## src/rtl/wishbone_initiator_pkg.sv

```systemverilog
// Shared types and the alignment rule for the Wishbone single-transfer initiator.
package wishbone_initiator_pkg;

    typedef enum logic [1:0] {
        SIZE_BYTE = 2'd0,
        SIZE_HALF = 2'd1,
        SIZE_WORD = 2'd2
    } size_t;

    typedef enum logic [1:0] {
        IDLE = 2'd0,
        BUS  = 2'd1,
        RESP = 2'd2
    } state_t;

    // Size code 3 has no legal meaning and is reported like a misaligned access.
    function automatic logic misaligned(input logic [1:0] sz, input logic [1:0] a);
        case (sz)
            2'd0:    misaligned = 1'b0;
            2'd1:    misaligned = a[0];
            2'd2:    misaligned = |a;
            default: misaligned = 1'b1;
        endcase
    endfunction

endpackage

```

## src/rtl/wishbone_initiator_if.sv

```systemverilog
// Wishbone classic bus signals between the initiator (master) and memory_controller (slave).
interface wishbone_initiator_if;
    logic        CYC_O;
    logic        STB_O;
    logic        WE_O;
    logic [3:0]  SEL_O;
    logic [31:0] ADR_O;
    logic [31:0] DAT_O;
    logic [31:0] DAT_I;
    logic        ACK_I;

    modport master (output CYC_O, STB_O, WE_O, SEL_O, ADR_O, DAT_O,
                    input  DAT_I, ACK_I);
    modport slave  (input  CYC_O, STB_O, WE_O, SEL_O, ADR_O, DAT_O,
                    output DAT_I, ACK_I);
endinterface

```

## src/rtl/wishbone_initiator_lane.sv

```systemverilog
// Combinational lane steering: store SEL/data placement and load extraction/extension.
module wb_lane_align
    import wishbone_initiator_pkg::*;
(
    input  size_t       st_size_i,
    input  logic [1:0]  st_off_i,
    input  logic [31:0] st_data_i,
    output logic [3:0]  sel_o,
    output logic [31:0] dat_o,
    input  size_t       ld_size_i,
    input  logic [1:0]  ld_off_i,
    input  logic        ld_unsigned_i,
    input  logic [31:0] ld_data_i,
    output logic [31:0] ld_data_o
);

    logic [7:0]  ld_byte;
    logic [15:0] ld_half;

    always_comb begin
        sel_o = 4'h0;
        dat_o = st_data_i;
        case (st_size_i)
            SIZE_BYTE: begin
                sel_o = 4'b0001 << st_off_i;
                dat_o = {4{st_data_i[7:0]}};
            end
            SIZE_HALF: begin
                sel_o = 4'b0011 << st_off_i;
                dat_o = {2{st_data_i[15:0]}};
            end
            SIZE_WORD: sel_o = 4'hF;
            default:   sel_o = 4'h0;
        endcase
    end

    always_comb begin
        case (ld_off_i)
            2'd1:    ld_byte = ld_data_i[15:8];
            2'd2:    ld_byte = ld_data_i[23:16];
            2'd3:    ld_byte = ld_data_i[31:24];
            default: ld_byte = ld_data_i[7:0];
        endcase
        ld_half = ld_off_i[1] ? ld_data_i[31:16] : ld_data_i[15:0];
    end

    always_comb begin
        case (ld_size_i)
            SIZE_BYTE: ld_data_o = {{24{~ld_unsigned_i & ld_byte[7]}}, ld_byte};
            SIZE_HALF: ld_data_o = {{16{~ld_unsigned_i & ld_half[15]}}, ld_half};
            default:   ld_data_o = ld_data_i;
        endcase
    end

endmodule

```

## src/rtl/wishbone_initiator.sv

```systemverilog
// Turns one load/store request from the core into exactly one Wishbone classic cycle,
// with misalignment and no-ACK timeout reported as a one-cycle err pulse.
module wishbone_initiator
    import wishbone_initiator_pkg::*;
#(
    parameter int TIMEOUT_CYCLES = 1024
) (
    input  logic        CLK_I,
    input  logic        RST_I,
    input  logic        rd_en,
    input  logic        wr_en,
    input  logic [1:0]  size,
    input  logic        unsigned_ld,
    input  logic [31:0] addr,
    input  logic [31:0] wr_data,
    output logic [31:0] rd_data,
    output logic        busy,
    output logic        done,
    output logic        err,
    wishbone_initiator_if.master wb
);

    localparam int CW = $clog2(TIMEOUT_CYCLES + 1);
    localparam logic [CW-1:0] TO_LAST = CW'(TIMEOUT_CYCLES - 1);

    state_t      state_q;
    logic [CW-1:0] cnt_q;
    logic        cyc_q, we_q, busy_q, done_q, err_q, uns_q;
    logic [3:0]  sel_q;
    logic [31:0] adr_q, dat_q, rd_q;
    size_t       size_q;
    logic [1:0]  off_q;

    logic        req;
    logic [3:0]  sel_d;
    logic [31:0] dat_d, rd_d;

    assign req = rd_en | wr_en;

    wb_lane_align u_lane (
        .st_size_i     (size_t'(size)),
        .st_off_i      (addr[1:0]),
        .st_data_i     (wr_data),
        .sel_o         (sel_d),
        .dat_o         (dat_d),
        .ld_size_i     (size_q),
        .ld_off_i      (off_q),
        .ld_unsigned_i (uns_q),
        .ld_data_i     (wb.DAT_I),
        .ld_data_o     (rd_d)
    );

    always_ff @(posedge CLK_I or negedge RST_I) begin
        if (!RST_I) begin
            state_q <= IDLE;
            cnt_q   <= '0;
            cyc_q   <= 1'b0;
            we_q    <= 1'b0;
            busy_q  <= 1'b0;
            done_q  <= 1'b0;
            err_q   <= 1'b0;
            uns_q   <= 1'b0;
            sel_q   <= 4'h0;
            adr_q   <= 32'h0;
            dat_q   <= 32'h0;
            rd_q    <= 32'h0;
            size_q  <= SIZE_BYTE;
            off_q   <= 2'b00;
        end else begin
            done_q <= 1'b0;
            err_q  <= 1'b0;
            case (state_q)
                // RESP accepts like IDLE so a held request starts on the edge leaving RESP.
                IDLE, RESP: begin
                    state_q <= IDLE;
                    if (req) begin
                        if (misaligned(size, addr[1:0])) begin
                            err_q <= 1'b1;
                        end else begin
                            state_q <= BUS;
                            cyc_q   <= 1'b1;
                            we_q    <= wr_en;
                            sel_q   <= sel_d;
                            adr_q   <= {addr[31:2], 2'b00};
                            dat_q   <= dat_d;
                            size_q  <= size_t'(size);
                            uns_q   <= unsigned_ld;
                            off_q   <= addr[1:0];
                            busy_q  <= 1'b1;
                            cnt_q   <= '0;
                        end
                    end
                end
                BUS: begin
                    if (wb.ACK_I) begin
                        if (!we_q) rd_q <= rd_d;
                        cyc_q   <= 1'b0;
                        we_q    <= 1'b0;
                        busy_q  <= 1'b0;
                        done_q  <= 1'b1;
                        state_q <= RESP;
                    end else if (cnt_q == TO_LAST) begin
                        cyc_q   <= 1'b0;
                        we_q    <= 1'b0;
                        busy_q  <= 1'b0;
                        err_q   <= 1'b1;
                        state_q <= IDLE;
                    end else begin
                        cnt_q <= cnt_q + CW'(1);
                    end
                end
                default: state_q <= IDLE;
            endcase
        end
    end

    assign wb.CYC_O = cyc_q;
    assign wb.STB_O = cyc_q;
    assign wb.WE_O  = we_q;
    assign wb.SEL_O = sel_q;
    assign wb.ADR_O = adr_q;
    assign wb.DAT_O = dat_q;
    assign rd_data  = rd_q;
    assign busy     = busy_q;
    assign done     = done_q;
    assign err      = err_q;

endmodule
```

## src/flat_wrapper.sv

```systemverilog
// flat-port wrapper written by rule: the top's interface ports become plain ports
module wishbone_initiator_flat import wishbone_initiator_pkg::*;
#(
    parameter int TIMEOUT_CYCLES = 1024
)
  (CLK_I, RST_I, rd_en, wr_en, size, unsigned_ld, addr, wr_data, rd_data, busy, done, err, wb_CYC_O, wb_STB_O, wb_WE_O, wb_SEL_O, wb_ADR_O, wb_DAT_O, wb_DAT_I, wb_ACK_I);
  wishbone_initiator_if wb_i ();
  input  logic CLK_I;
  input  logic RST_I;
  input  logic rd_en;
  input  logic wr_en;
  input  logic [1:0] size;
  input  logic unsigned_ld;
  input  logic [31:0] addr;
  input  logic [31:0] wr_data;
  output logic [31:0] rd_data;
  output logic busy;
  output logic done;
  output logic err;
  output wire logic [$bits(wb_i.CYC_O)-1:0] wb_CYC_O;
  output wire logic [$bits(wb_i.STB_O)-1:0] wb_STB_O;
  output wire logic [$bits(wb_i.WE_O)-1:0] wb_WE_O;
  output wire logic [$bits(wb_i.SEL_O)-1:0] wb_SEL_O;
  output wire logic [$bits(wb_i.ADR_O)-1:0] wb_ADR_O;
  output wire logic [$bits(wb_i.DAT_O)-1:0] wb_DAT_O;
  input wire logic [$bits(wb_i.DAT_I)-1:0] wb_DAT_I;
  input wire logic [$bits(wb_i.ACK_I)-1:0] wb_ACK_I;
  assign wb_CYC_O = wb_i.CYC_O;
  assign wb_STB_O = wb_i.STB_O;
  assign wb_WE_O = wb_i.WE_O;
  assign wb_SEL_O = wb_i.SEL_O;
  assign wb_ADR_O = wb_i.ADR_O;
  assign wb_DAT_O = wb_i.DAT_O;
  assign wb_i.DAT_I = wb_DAT_I;
  assign wb_i.ACK_I = wb_ACK_I;
  wishbone_initiator #(.TIMEOUT_CYCLES(TIMEOUT_CYCLES)) u_core (.CLK_I(CLK_I), .RST_I(RST_I), .rd_en(rd_en), .wr_en(wr_en), .size(size), .unsigned_ld(unsigned_ld), .addr(addr), .wr_data(wr_data), .rd_data(rd_data), .busy(busy), .done(done), .err(err), .wb(wb_i));
endmodule
```

## config.mk

```make
export PLATFORM = sky130hd
export DESIGN_NAME = wishbone_initiator_flat
export DESIGN_NICKNAME = d
export VERILOG_FILES = /design/src/rtl/wishbone_initiator_pkg.sv /design/src/rtl/wishbone_initiator_if.sv /design/src/rtl/wishbone_initiator_lane.sv /design/src/rtl/wishbone_initiator.sv /design/src/flat_wrapper.sv
export SDC_FILE = /design/constraint.sdc
export NUM_CORES = 1
export LEC_CHECK = 0
export BUFFER_PORTS_ARGS = -buffer_cell sky130_fd_sc_hd__buf_2
export CAP_MARGIN = 5
export CORE_UTILIZATION = 25
export CTS_CLUSTER_DIAMETER = 60
export DETAILED_ROUTE_END_ITERATION = 8
export GPL_TIMING_DRIVEN = 0
export SLEW_MARGIN = 10
export SYNTH_ARGS = -nofsm -noshare
export SYNTH_HDL_FRONTEND = slang
export SYNTH_HIERARCHICAL = 1
export SYNTH_SLANG_ARGS = --single-unit
```

## constraint.sdc

```tcl
create_clock -name CLK_I -period 2.1 [get_ports CLK_I]
set_clock_uncertainty 0.05 [all_clocks]
set_input_delay 0.315 -clock CLK_I [delete_from_list [all_inputs] [get_ports CLK_I]]
set_output_delay 0.315 -clock CLK_I [all_outputs]
set_load 0.02 [all_outputs]
```

# [Word-level counts from Yosys, hierarchy flattened]
# Index checks and enable logic that the tools add are counted.
# Widths: inputs -> output; s select.
[word_totals] input_bits=104 out_inout_bits=106 reg_bits=120
[op_classes] bitwise_logic=6 reduce_logical=10 eq_ne=14 add_sub_neg=1 n_mux=33 n_shift=2
[op_table] op="$pmux 32 s2" n=2
[op_table] op="$mux 11" n=4
[op_table] op="$pmux 8 s3" n=1
[op_table] op="$pmux 11 s2" n=1
[op_table] op="$mux 16" n=1
[op_table] op="$mux 1" n=15
[op_table] op="$pmux 4 s3" n=1
[op_table] op="$add 11x1->11 const B" n=1
[op_table] op="$eq 11x10->1 const B" n=1
[op_table] op="$eq 2x1->1 const B" n=4
[op_table] op="$eq 2x2->1 const B" n=4
[op_table] op="$logic_not 2->1" n=3
[op_table] op="$mux 2" n=3
[op_table] op="$ne 2x2->1 const B" n=3
[op_table] op="$pmux 1 s2" n=3
[op_table] op="$reduce_and 3->1" n=2
[op_table] op="$reduce_and 5->1" n=1
[op_table] op="$pmux 2 s2" n=1
[op_table] op="$reduce_and 4->1" n=1
[op_table] op="$reduce_or 2->1" n=2
[op_table] op="$shl 1x2->4 const A" n=1
[op_table] op="$shl 2x2->4 const A" n=1
[op_table] op="$ne 3x2->1 const B" n=1
[op_table] op="$not 1->1" n=3
[op_table] op="5 further kinds" n=6

# [Longest topological paths before layout]
# Gate-level depths: netlist (run 1).
[logic_depth] word_depth=7 ltp_mapped=8

# [Cells and area by module]
# The synthesis (run 1) kept the hierarchy.
[modules_own_cells] module="wishbone_initiator" n_inst=1 seq_area_each_um2=3002.9 area_each_um2=4770.8 cells_each=468
[modules_own_cells] module="wb_lane_align" n_inst=1 seq_area_each_um2=0.0 area_each_um2=1462.7 cells_each=196

# [Worst setup path after synthesis (run 1)]
# Ideal clock, no wire load.
[synth_timing] path_kind="reg-to-reg" startpoint="reg u_core.cnt_q[0]" endpoint="reg u_core.we_q, in the netlist u_core/wb.WE_O" required_time_ns=1.924 n_path_buf=2 t_arrival_ns=2.008 stages_incl_launch_ff=8 path_slack_ns=-0.084 path_cell_list="dfrtp_1 > ha_1 > nand3_1 > or4_4 > buf_6 > and4b_1 > buf_6 > a221o_1"
[synth_between] elab_chain_len=3
[synth_rtl] element="start: declaration" line="wishbone_initiator.sv:27" text="logic [CW-1:0] cnt_q;"
[synth_rtl] element="start signal: assignment" line="wishbone_initiator.sv:109" text="cnt_q <= cnt_q + CW'(1);"
[synth_rtl] element="$eq 11x10->1" line="wishbone_initiator.sv:102" text="end else if (cnt_q == TO_LAST) begin"
[synth_rtl] element="$ne 3x2->1 (no line)"
[synth_rtl] element="$reduce_and 4->1 (no line)"
[synth_rtl] element="end signal: assignment" line="wishbone_initiator.sv:82" text="we_q <= wr_en;"
[synth_rtl] element="end: declaration" line="wishbone_initiator.sv:28" text="logic cyc_q, we_q, busy_q, done_q, err_q, uns_q;"
# No other way between the ends.
# A chain may end at the register's enable or synchronous reset.

# [Worst setup path in the final report (run 1)]
[layout_timing] startpoint="reg u_core.off_q[1]" endpoint="reg u_core.rd_q[11], in the netlist u_core/rd_data[11]"
[layout_between] elab_chain_len=4 word_cells_on_any_way=7 classes_between="eq/ne (3); mux (3); bitwise (1)"
[layout_rtl] element="start: declaration" line="wishbone_initiator.sv:32" text="logic [1:0] off_q;"
[layout_rtl] element="start signal: assignment" line="wishbone_initiator.sv:88" text="off_q <= addr[1:0];"
[layout_rtl] element="$eq 2x2->1 or $eq 2x1->1 (tied branches)" line="wishbone_initiator_lane.sv:38" text="case (ld_off_i)"
[layout_rtl] element="$pmux 8 s3" line="wishbone_initiator_lane.sv:38"
[layout_rtl] element="$and 1x1->1" line="wishbone_initiator_lane.sv:49" text="SIZE_BYTE: ld_data_o = {{24{~ld_unsigned_i & ld_byte[7]}}, ld_byte};"
[layout_rtl] element="$pmux 32 s2 *" line="wishbone_initiator_lane.sv:48" text="case (ld_size_i)"
[layout_rtl] element="net u_core.rd_d[11]" line="wishbone_initiator.sv:36" text="logic [31:0] dat_d, rd_d;"
[layout_rtl] element="end signal: assignment" line="wishbone_initiator.sv:96" text="if (!we_q) rd_q <= rd_d;"
[layout_rtl] element="end: declaration" line="wishbone_initiator.sv:30" text="logic [31:0] adr_q, dat_q, rd_q;"
# The timed path passes the listed nets; every way through them passes the cells marked *.

==> results of run 1 <==
## cells in the final DEF (no fill, tap or decap), drive strengths merged, types with 2 or more instances in the layout
cell type	instances
o21ai	16
or2	2
nand4	2
and3	2
diode	2
mux2	52
conb	2
o22ai	8
a2111oi	2
dfrtp	120
o221ai	8
nand2b	4
nor2b	19
clkbuf	51
buf	241
nand3	4
o211ai	23
clkinv	5
a22o	6
a211oi	8
o21a	2
mux4	7
mux2i	12
o31ai	3
clkinvlp	3
bufinv	2
nand2	254
nor2	14
a21oi	12
inv	8
nor3	5
## cell families (layout without fill, tap and decap cells)
family / after synthesis / count (layout) / synth area share [%]
AOI/OAI and AO/OA: 94 / 94 / 11.42
and+or+nand+nor: 311 / 311 / 20.45
buffers and inverters: 66 / 311 / 5.841
muxes: 71 / 71 / 13.85
adders and majority gates: 1 / 1 / 0.2007
DFF: 120 / 120 / 48.17
other: 1 / 4 / 0.06016
## layout make-up
type | count | area [um^2] | share of cell area [%]
sequential | 120 | 3003 | 35.61
antenna | 2 | 5.005 | 0.05935
multi-input combinational | 479 | 2924 | 34.67
buffer | 57 | 356.6 | 4.228
clock inverter | 11 | 123.9 | 1.469
clock buffer | 20 | 456.7 | 5.415
timing repair buffer | 216 | 1132 | 13.43
inverter | 7 | 26.28 | 0.3116
tap | 324 | 405.4 | 4.807
## flip-flops by register name, indices dropped and copies added (netlist names)
| register | count |
|---|---|
| u_core/wb.SEL_O | 4 |
| u_core/done | 1 |
| u_core/state_q | 2 |
| u_core/rd_data | 32 |
| u_core/err | 1 |
| u_core/busy | 1 |
| u_core/wb.ADR_O | 30 |
| u_core/off_q | 2 |
| u_core/cnt_q | 11 |
| u_core/size_q | 2 |
| u_core/uns_q | 1 |
| u_core/wb.WE_O | 1 |
| u_core/wb.DAT_O | 32 |
## power groups by stage
stage / clock network (mW) / logic, mW / registers (mW)
2_1_floorplan: 0 / 1.72 / 4.24
3_3_place_gp: 0 / 3.86 / 3.44
3_5_place_dp: 0 / 3.91 / 3.45
4_1_cts: 3.01 / 3.99 / 3.42
5_1_grt: 3.11 / 4.32 / 3.51
6_report: 2.90 / 3.98 / 3.41
## worst reg2reg max path, delay by kind of cell, from the launching register on
family,cells,cell delay (ns)
AO/OA/AOI/OAI,2,0.46
buffers and inverters,3,0.55
AND/OR/NAND/NOR,1,0.14
multiplexers,1,0.29
flip-flops,1,0.40
## worst max-delay path by stage
stage                                  from                 end  slack, ns  cells after the start
after floorplan             u_core/cnt_q[1]      u_core/wb.WE_O       0.02                      7
final                       u_core/off_q[1]  u_core/rd_data[11]       0.10                      7
after CTS                 u_core/state_q[1]      u_core/wb.WE_O       0.01                      5
after detailed placement            addr[0]  u_core/wb.DAT_O[0]      -0.72                      8
after global routing        u_core/off_q[1]  u_core/rd_data[11]       0.02                      7
after global placement                RST_I  u_core/wb.ADR_O[9]      -1.07                      1
## metal layers
metal  wire length [um]  vias up  GRT usage [%]
met4                165        0          4.199
met3               1471       11          4.987
met1               9055     2680          21.03
met2               8913      237          24.35
met5                  0        -              0
li1                   -     2712              -
## per-stage QoR
stage	power, mW	TNS (ns)
2_1_floorplan	5.955	0
3_3_place_gp	7.301	-183.74
3_5_place_dp	7.355	-59.42
4_1_cts	10.41	0
5_1_grt	10.94	0
6_report	10.30	0
## repair_timing
item	4_1_cts	5_1_grt
setup buffers	5	2
hold buffers	1	0
setup endpoints to repair	111	80
pin swaps	2	3
endpoints found under the hold margin	58	0
resized for setup	18	10
gates cloned	0	0
==> impl_metrics.prom, run 1 <==
# TYPE chip_impl_metric gauge
chip_impl_info{name="timing_worst_setup_path_type",value="reg -> reg"} 1
chip_impl_info{name="cts.root.buffer_cell",value="clkbuf_16"} 1
chip_impl_metric{name="detail_route.first_pass.iterations",unit=""} 5
chip_impl_metric{name="layout-area-overhead-vs-synth",unit="%"} 35.29
chip_impl_metric{name="sequentialPowerShare",unit="%"} 33.1
chip_impl_info{name="run_status",value="complete, no violations"} 1
chip_impl_metric{name="final_design_area_no_fill",unit="um^2"} 8433
chip_impl_metric{name="first_global_vias",unit=""} 5540
chip_impl_metric{name="wl_per_cell",unit="um"} 15.86
chip_impl_info{name="timing.critical_path.cells",value="buf_6 -> nor2b_1 -> clkbuf_4 -> a32oi_4 -> buf_6 -> o221ai_1 -> mux2_2"} 1
chip_impl_info{name="worstHoldEndpoint",value="u_core/wb.ADR_O[16]"} 1
chip_impl_metric{name="clkPwrFrac",unit="%"} 28.2
chip_impl_metric{name="finalHoldViolCount",unit=""} 0
chip_impl_info{name="ys_top_cells_by_area",value="dfrtp_1 48%, nand2_1 15%, mux2_2 9.4%"} 1
chip_impl_metric{name="place_ws",unit="ns"} -0.7241
chip_impl_metric{name="io_pins",unit=""} 210
chip_impl_metric{name="cap_violations",unit=""} 0
chip_impl_metric{name="die_area",unit="um^2"} 25570
chip_impl_metric{name="synth_area",unit="um^2"} 6233
chip_impl_metric{name="die_h",unit="um"} 159.9
chip_impl_metric{name="report.final.setup_viol",unit=""} 0
chip_impl_metric{name="seq_cells_post_synth",unit=""} 120
chip_impl_metric{name="dp_cells",unit=""} 1197
chip_impl_metric{name="cts.reportedPaths.clkPinSlew",unit="ns"} 0.06
chip_impl_metric{name="cp_slowest_stage_delay",unit="ns"} 0.40
chip_impl_metric{name="timing_max_transition_violations_final",unit=""} 0
chip_impl_metric{name="floorplan.die.width",unit="um"} 159.9
chip_impl_metric{name="syn_area_per_cell",unit="um^2"} 9.388
chip_impl_metric{name="routed-via-count",unit=""} 5640
chip_impl_metric{name="initial_antenna_violation_count",unit=""} 2
chip_impl_metric{name="worst-endpoint-required",unit="ns"} 2.34
chip_impl_metric{name="grt_start_max_net_pins",unit=""} 63
chip_impl_metric{name="max-slew-margin-rel",unit="%"} 47.01
chip_impl_metric{name="ys_types",unit=""} 44
chip_impl_metric{name="r2r.worst_path.cells",unit=""} 7
chip_impl_metric{name="areal_power_density_over_the_cells",unit="nW/um^2"} 1222
chip_impl_info{name="rr_startpoint",value="u_core/off_q[1]"} 1
chip_impl_info{name="post_synth_most_frequent_cells",value="254 x nand2_1, 120 x dfrtp_1, 52 x mux2_2"} 1
chip_impl_metric{name="place.port_buffers",unit=""} 207
chip_impl_metric{name="synth_sequential_area_ratio",unit="%"} 48.17
chip_impl_metric{name="route.antenna.remaining_nets",unit=""} 0
chip_impl_metric{name="grt_first_pass_wirelength",unit="um"} 31220
chip_impl_metric{name="placementRows",unit=""} 57
chip_impl_info{name="start_kind",value="flip-flop"} 1
chip_impl_metric{name="postLayoutSetupSlackWorst",unit="ns"} 0.1017
chip_impl_metric{name="synth_largest_type_area_fraction",unit="%"} 48.17
chip_impl_info{name="hold_path.startpoint",value="addr[16]"} 1
chip_impl_info{name="tritoncts",value="yes"} 1
chip_impl_metric{name="postPlaceCellArea",unit="um^2"} 7737
chip_impl_metric{name="finalWirelength",unit="um"} 19610
chip_impl_info{name="timing.critical_path.mode_cell",value="buf_6"} 1
chip_impl_metric{name="timing.reg2reg.setup_slack",unit="ns"} 0.10
chip_impl_metric{name="initial_core_util",unit="%"} 25.56
chip_impl_metric{name="worst-endpoint-arrival",unit="ns"} 2.24
chip_impl_metric{name="count_of_flip_flops_with_a_built_in_enable_after_synthesis",unit=""} 0
chip_impl_metric{name="cts-htree-levels",unit=""} 4
chip_impl_info{name="critPathCaptureType",value="flip-flop"} 1
chip_impl_info{name="crit-reg2reg-capture",value="u_core/rd_data[11]"} 1
chip_impl_metric{name="cts_buffer_depth",unit=""} 2
chip_impl_metric{name="vdd_ir_drop_max",unit="V"} 0.0005341
chip_impl_info{name="yosys.cell_count.top_type",value="nand2_1"} 1
chip_impl_metric{name="timing.final.crit_period",unit="ns"} 1.998
chip_impl_metric{name="power_report.internal_total",unit="mW"} 6.385
chip_impl_metric{name="fin_hold_ws",unit="ns"} 0.03870
chip_impl_metric{name="critical_path_peak_fanout",unit=""} 10
chip_impl_metric{name="hold_depth",unit=""} 3
chip_impl_metric{name="clk-insertion-delay-late",unit="ns"} 0.41
chip_impl_metric{name="final_net_count",unit=""} 1003
chip_impl_metric{name="drcViolationCount",unit=""} 0
chip_impl_metric{name="switching_share",unit="%"} 38.03
chip_impl_info{name="post-synth-top-area-cell",value="dfrtp_1"} 1
chip_impl_metric{name="drt_iter0_drc",unit=""} 384
chip_impl_metric{name="via_per_inst",unit=""} 4.563
chip_impl_metric{name="syn-instance-count",unit=""} 664
chip_impl_info{name="min_path_type",value="in -> reg"} 1
chip_impl_metric{name="grt_usage",unit="%"} 15.71
chip_impl_info{name="crit_slowest_cell",value="dfrtp_1"} 1
chip_impl_metric{name="power.net_switching",unit="mW"} 3.918
chip_impl_metric{name="layoutNonFillerInstCount",unit=""} 1236
chip_impl_metric{name="grt_overflow",unit=""} 0
chip_impl_metric{name="drive_above_1_share",unit="%"} 39.89
chip_impl_metric{name="timing_limited_maximum_frequency",unit="MHz"} 500.4
chip_impl_metric{name="cts_inserted_buffers",unit=""} 17
chip_impl_metric{name="worstMarginPinSlew",unit="ns"} 0.7919
chip_impl_metric{name="layout.filler_cells",unit=""} 2595
chip_impl_metric{name="buffers_inverters_on_critical_path",unit=""} 3
chip_impl_metric{name="global_placement_routability_congestion",unit=""} 0.8416
chip_impl_metric{name="yosys_warnings",unit=""} 6
chip_impl_metric{name="layout_worst_path_cycle_share",unit="%"} 95.16
chip_impl_metric{name="detailed_place_hpwl",unit="um"} 14180
chip_impl_metric{name="finalCoreUtilization",unit="%"} 34.57
chip_impl_metric{name="cellLeakagePower",unit="nW"} 4.276
chip_impl_metric{name="floorplan.core_area",unit="um^2"} 24390
chip_impl_info{name="top_family_by_delay_on_critical_path",value="buffers and inverters"} 1
chip_impl_info{name="grt_setup_unrepaired",value="no"} 1
chip_impl_info{name="synth_ff_type",value="dfrtp_1"} 1
chip_impl_metric{name="power_frac_comb",unit="%"} 38.7
chip_impl_metric{name="synth_async_sr_flop_share",unit="%"} 100.0
chip_impl_metric{name="cts.sink_count",unit=""} 120
Power figures use the tool's default switching activity.
==> run 2: changes to the inputs <==
Settings changed: CORE_UTILIZATION 25 to 45, PLACE_DENSITY set to 0.75, SETUP_SLACK_MARGIN set to 0.2.
==> run 2 against run 1 <==
Sequential share of layout area shrank 1.3 points. Routed wire length shrank 6.2%. Fmax shrank 3.3%. Utilization grew 31 points. Critical endpoint is now u_core/wb.WE_O. Clock power grew 6%. Power grew 7.4%.
==> impl_metrics.prom, run 2 (synthesis gave the netlist of run 1 again) <==
# TYPE chip_impl_metric gauge
chip_impl_metric{name="initial_antenna_violation_count",unit=""} 1
chip_impl_metric{name="report.final.setup_viol",unit=""} 0
chip_impl_metric{name="clk-insertion-delay-late",unit="ns"} 0.42
chip_impl_metric{name="areal_power_density_over_the_cells",unit="nW/um^2"} 1262
chip_impl_metric{name="floorplan.core_area",unit="um^2"} 13400
chip_impl_info{name="tritoncts",value="yes"} 1
chip_impl_metric{name="layoutNonFillerInstCount",unit=""} 1115
chip_impl_metric{name="timing_max_transition_violations_final",unit=""} 0
chip_impl_metric{name="fin_setup_tns",unit="ns"} 0
chip_impl_metric{name="placementRows",unit=""} 42
chip_impl_info{name="critPathCaptureType",value="flip-flop"} 1
chip_impl_info{name="min_path_type",value="in -> reg"} 1
chip_impl_metric{name="layout_worst_path_cycle_share",unit="%"} 98.42
chip_impl_metric{name="grt_start_max_net_pins",unit=""} 66
chip_impl_metric{name="die_area",unit="um^2"} 14330
chip_impl_info{name="start_kind",value="flip-flop"} 1
chip_impl_metric{name="via_per_inst",unit=""} 5.341
chip_impl_metric{name="final_net_count",unit=""} 1031
chip_impl_metric{name="cts.reportedPaths.clkPinSlew",unit="ns"} 0.06
chip_impl_info{name="grt_setup_unrepaired",value="yes"} 1
chip_impl_metric{name="vdd_ir_drop_max",unit="V"} 0.0008178
chip_impl_metric{name="drcViolationCount",unit=""} 0
chip_impl_metric{name="antenna-diode-count",unit=""} 0
chip_impl_metric{name="routed-via-count",unit=""} 5955
chip_impl_metric{name="floorplan.die.width",unit="um"} 119.7
chip_impl_info{name="run_status",value="complete, no violations"} 1
chip_impl_metric{name="route.antenna.remaining_nets",unit=""} 0
chip_impl_metric{name="worst-endpoint-arrival",unit="ns"} 2.32
chip_impl_metric{name="multi_input_combinational_cell_area",unit="um^2"} 3104
chip_impl_metric{name="timing_limited_maximum_frequency",unit="MHz"} 483.8
chip_impl_metric{name="drive_above_1_share",unit="%"} 44.41
chip_impl_metric{name="finalHoldViolCount",unit=""} 0
chip_impl_metric{name="layout.filler_cells",unit=""} 1090
chip_impl_metric{name="worst-endpoint-required",unit="ns"} 2.35
chip_impl_metric{name="detailed_place_hpwl",unit="um"} 12190
chip_impl_metric{name="global_placement_routability_congestion",unit=""} 0.9007
chip_impl_metric{name="place_ws",unit="ns"} -0.5659
chip_impl_metric{name="wl_per_cell",unit="um"} 16.50
chip_impl_metric{name="io_pins",unit=""} 210
chip_impl_info{name="layout.cells.most_common",value="nand2_1"} 1
chip_impl_metric{name="cts.sink_count",unit=""} 120
chip_impl_metric{name="cts_inserted_buffers",unit=""} 17
chip_impl_metric{name="grt_overflow",unit=""} 0
chip_impl_metric{name="detail_route.first_pass.iterations",unit=""} 5
chip_impl_metric{name="postLayoutSetupSlackWorst",unit="ns"} 0.03321
chip_impl_metric{name="total_power",unit="mW"} 11.07
chip_impl_metric{name="first_global_vias",unit=""} 5806
chip_impl_metric{name="max-slew-margin-rel",unit="%"} 53.23
chip_impl_metric{name="critical_path_peak_fanout",unit=""} 8
chip_impl_info{name="timing_worst_setup_path_type",value="reg -> reg"} 1
chip_impl_metric{name="grt_first_pass_wirelength",unit="um"} 28120
chip_impl_metric{name="place.port_buffers",unit=""} 207
chip_impl_info{name="cts.root.buffer_cell",value="clkbuf_16"} 1
chip_impl_metric{name="finalWirelength",unit="um"} 18400
chip_impl_metric{name="dp_cells",unit=""} 1049
chip_impl_info{name="layout.cells.most_common_list",value="253 x nand2_1, 210 x buf_2, 119 x dfrtp_1"} 1
chip_impl_metric{name="cts-htree-levels",unit=""} 4
chip_impl_metric{name="cellLeakagePower",unit="nW"} 4.559
chip_impl_metric{name="grt_usage",unit="%"} 25.50
chip_impl_metric{name="initial_core_util",unit="%"} 46.52
chip_impl_metric{name="timing.final.crit_period",unit="ns"} 2.067
chip_impl_metric{name="layout-area-overhead-vs-synth",unit="%"} 40.67
chip_impl_metric{name="cts_buffer_depth",unit=""} 2
chip_impl_metric{name="cap_violations",unit=""} 0
chip_impl_metric{name="drt_iter0_drc",unit=""} 449
chip_impl_metric{name="die_h",unit="um"} 119.7
chip_impl_metric{name="layout.area.seq",unit="um^2"} 3004
chip_impl_metric{name="worstMarginPinSlew",unit="ns"} 0.6990
-- run 2: changes by cell type in the layout (fill, tap and decap cells not counted), sizes merged --
cell      change
clkinv        -2
buf          +33
inv           +1
diode         -2
clkbuf        -5
bufinv        +1
clkinvlp      +1
-- run 2: worst paths after layout --
| check | start | to | slack, ns | cells after the start |
|---|---|---|---|---|
| setup reg to reg | u_core/cnt_q[10] | u_core/wb.WE_O | 0.03 | 6 |
| max in group asynchronous | RST_I | u_core/cnt_q[4] | 0.88 | 3 |
| min in group asynchronous | RST_I | u_core/rd_data[23] | 0.41 | 2 |
| hold reg to reg | u_core/wb.ADR_O[26] | u_core/wb.ADR_O[26] | 0.42 | 2 |
| setup / recovery | u_core/cnt_q[10] | u_core/wb.WE_O | 0.03 | 6 |
| hold / removal | addr[8] | u_core/wb.ADR_O[8] | 0.03 | 3 |
-- run 2: layout make-up --
class / instances / share of cell area (%)
multi-input cells: 479 / 35.40
plain buffers: 59 / 4.752
clock inverters: 12 / 1.869
well taps: 176 / 2.511
repair buffers: 242 / 15.58
clock buffers: 20 / 5.322
flip-flops and latches: 120 / 34.26
inverters: 7 / 0.2997
-- run 2: per-stage QoR --
stage	hold WS, ns	cell area [um^2]	utilization (%)
final	0.03210	8768	65.43
after global routing	0.01998	8768	65.43
after CTS	0.01355	8483	63.31
after detailed placement	0.3075	7564	56.44
after global placement	0.4033	7530	56.19
after floorplan	-0.03059	6274	-
-- run 2: timing repair --
item	CTS	global route
pin swaps	17	20
gates resized for setup	56	61
gates cloned	2	0
endpoints found under the setup margin	113	105
hold buffers	1	0
buffers inserted	13	18
endpoints found under the hold margin	64	0
-- run 2: layer usage --
| metal | up-vias | share of wire (%) | track usage (%) |
|---|---|---|---|
| li1 | 2765 | - | - |
| met1 | 2808 | 42 | 31.56 |
| met2 | 338 | 46 | 39.63 |
| met5 | - | 0.071 | 0 |
| met3 | 42 | 9.3 | 9.411 |
| met4 | 2 | 2.3 | 11.64 |
-- run 2: critical path, stage by stage, from the launching register on --
cell	delay, ns
dfrtp_1	0.38
or3b_1	0.37
or4_4	0.42
buf_6	0.13
and4b_1	0.18
buf_6	0.14
a221o_1	0.29
-- run 2: power by group --
group          internal (mW)  switching [mW]  leakage, nW
clock network           1.97            1.11        0.295
registers               3.02           0.409         1.50
logic                   1.99            2.57         2.76
total                   6.98            4.09         4.56
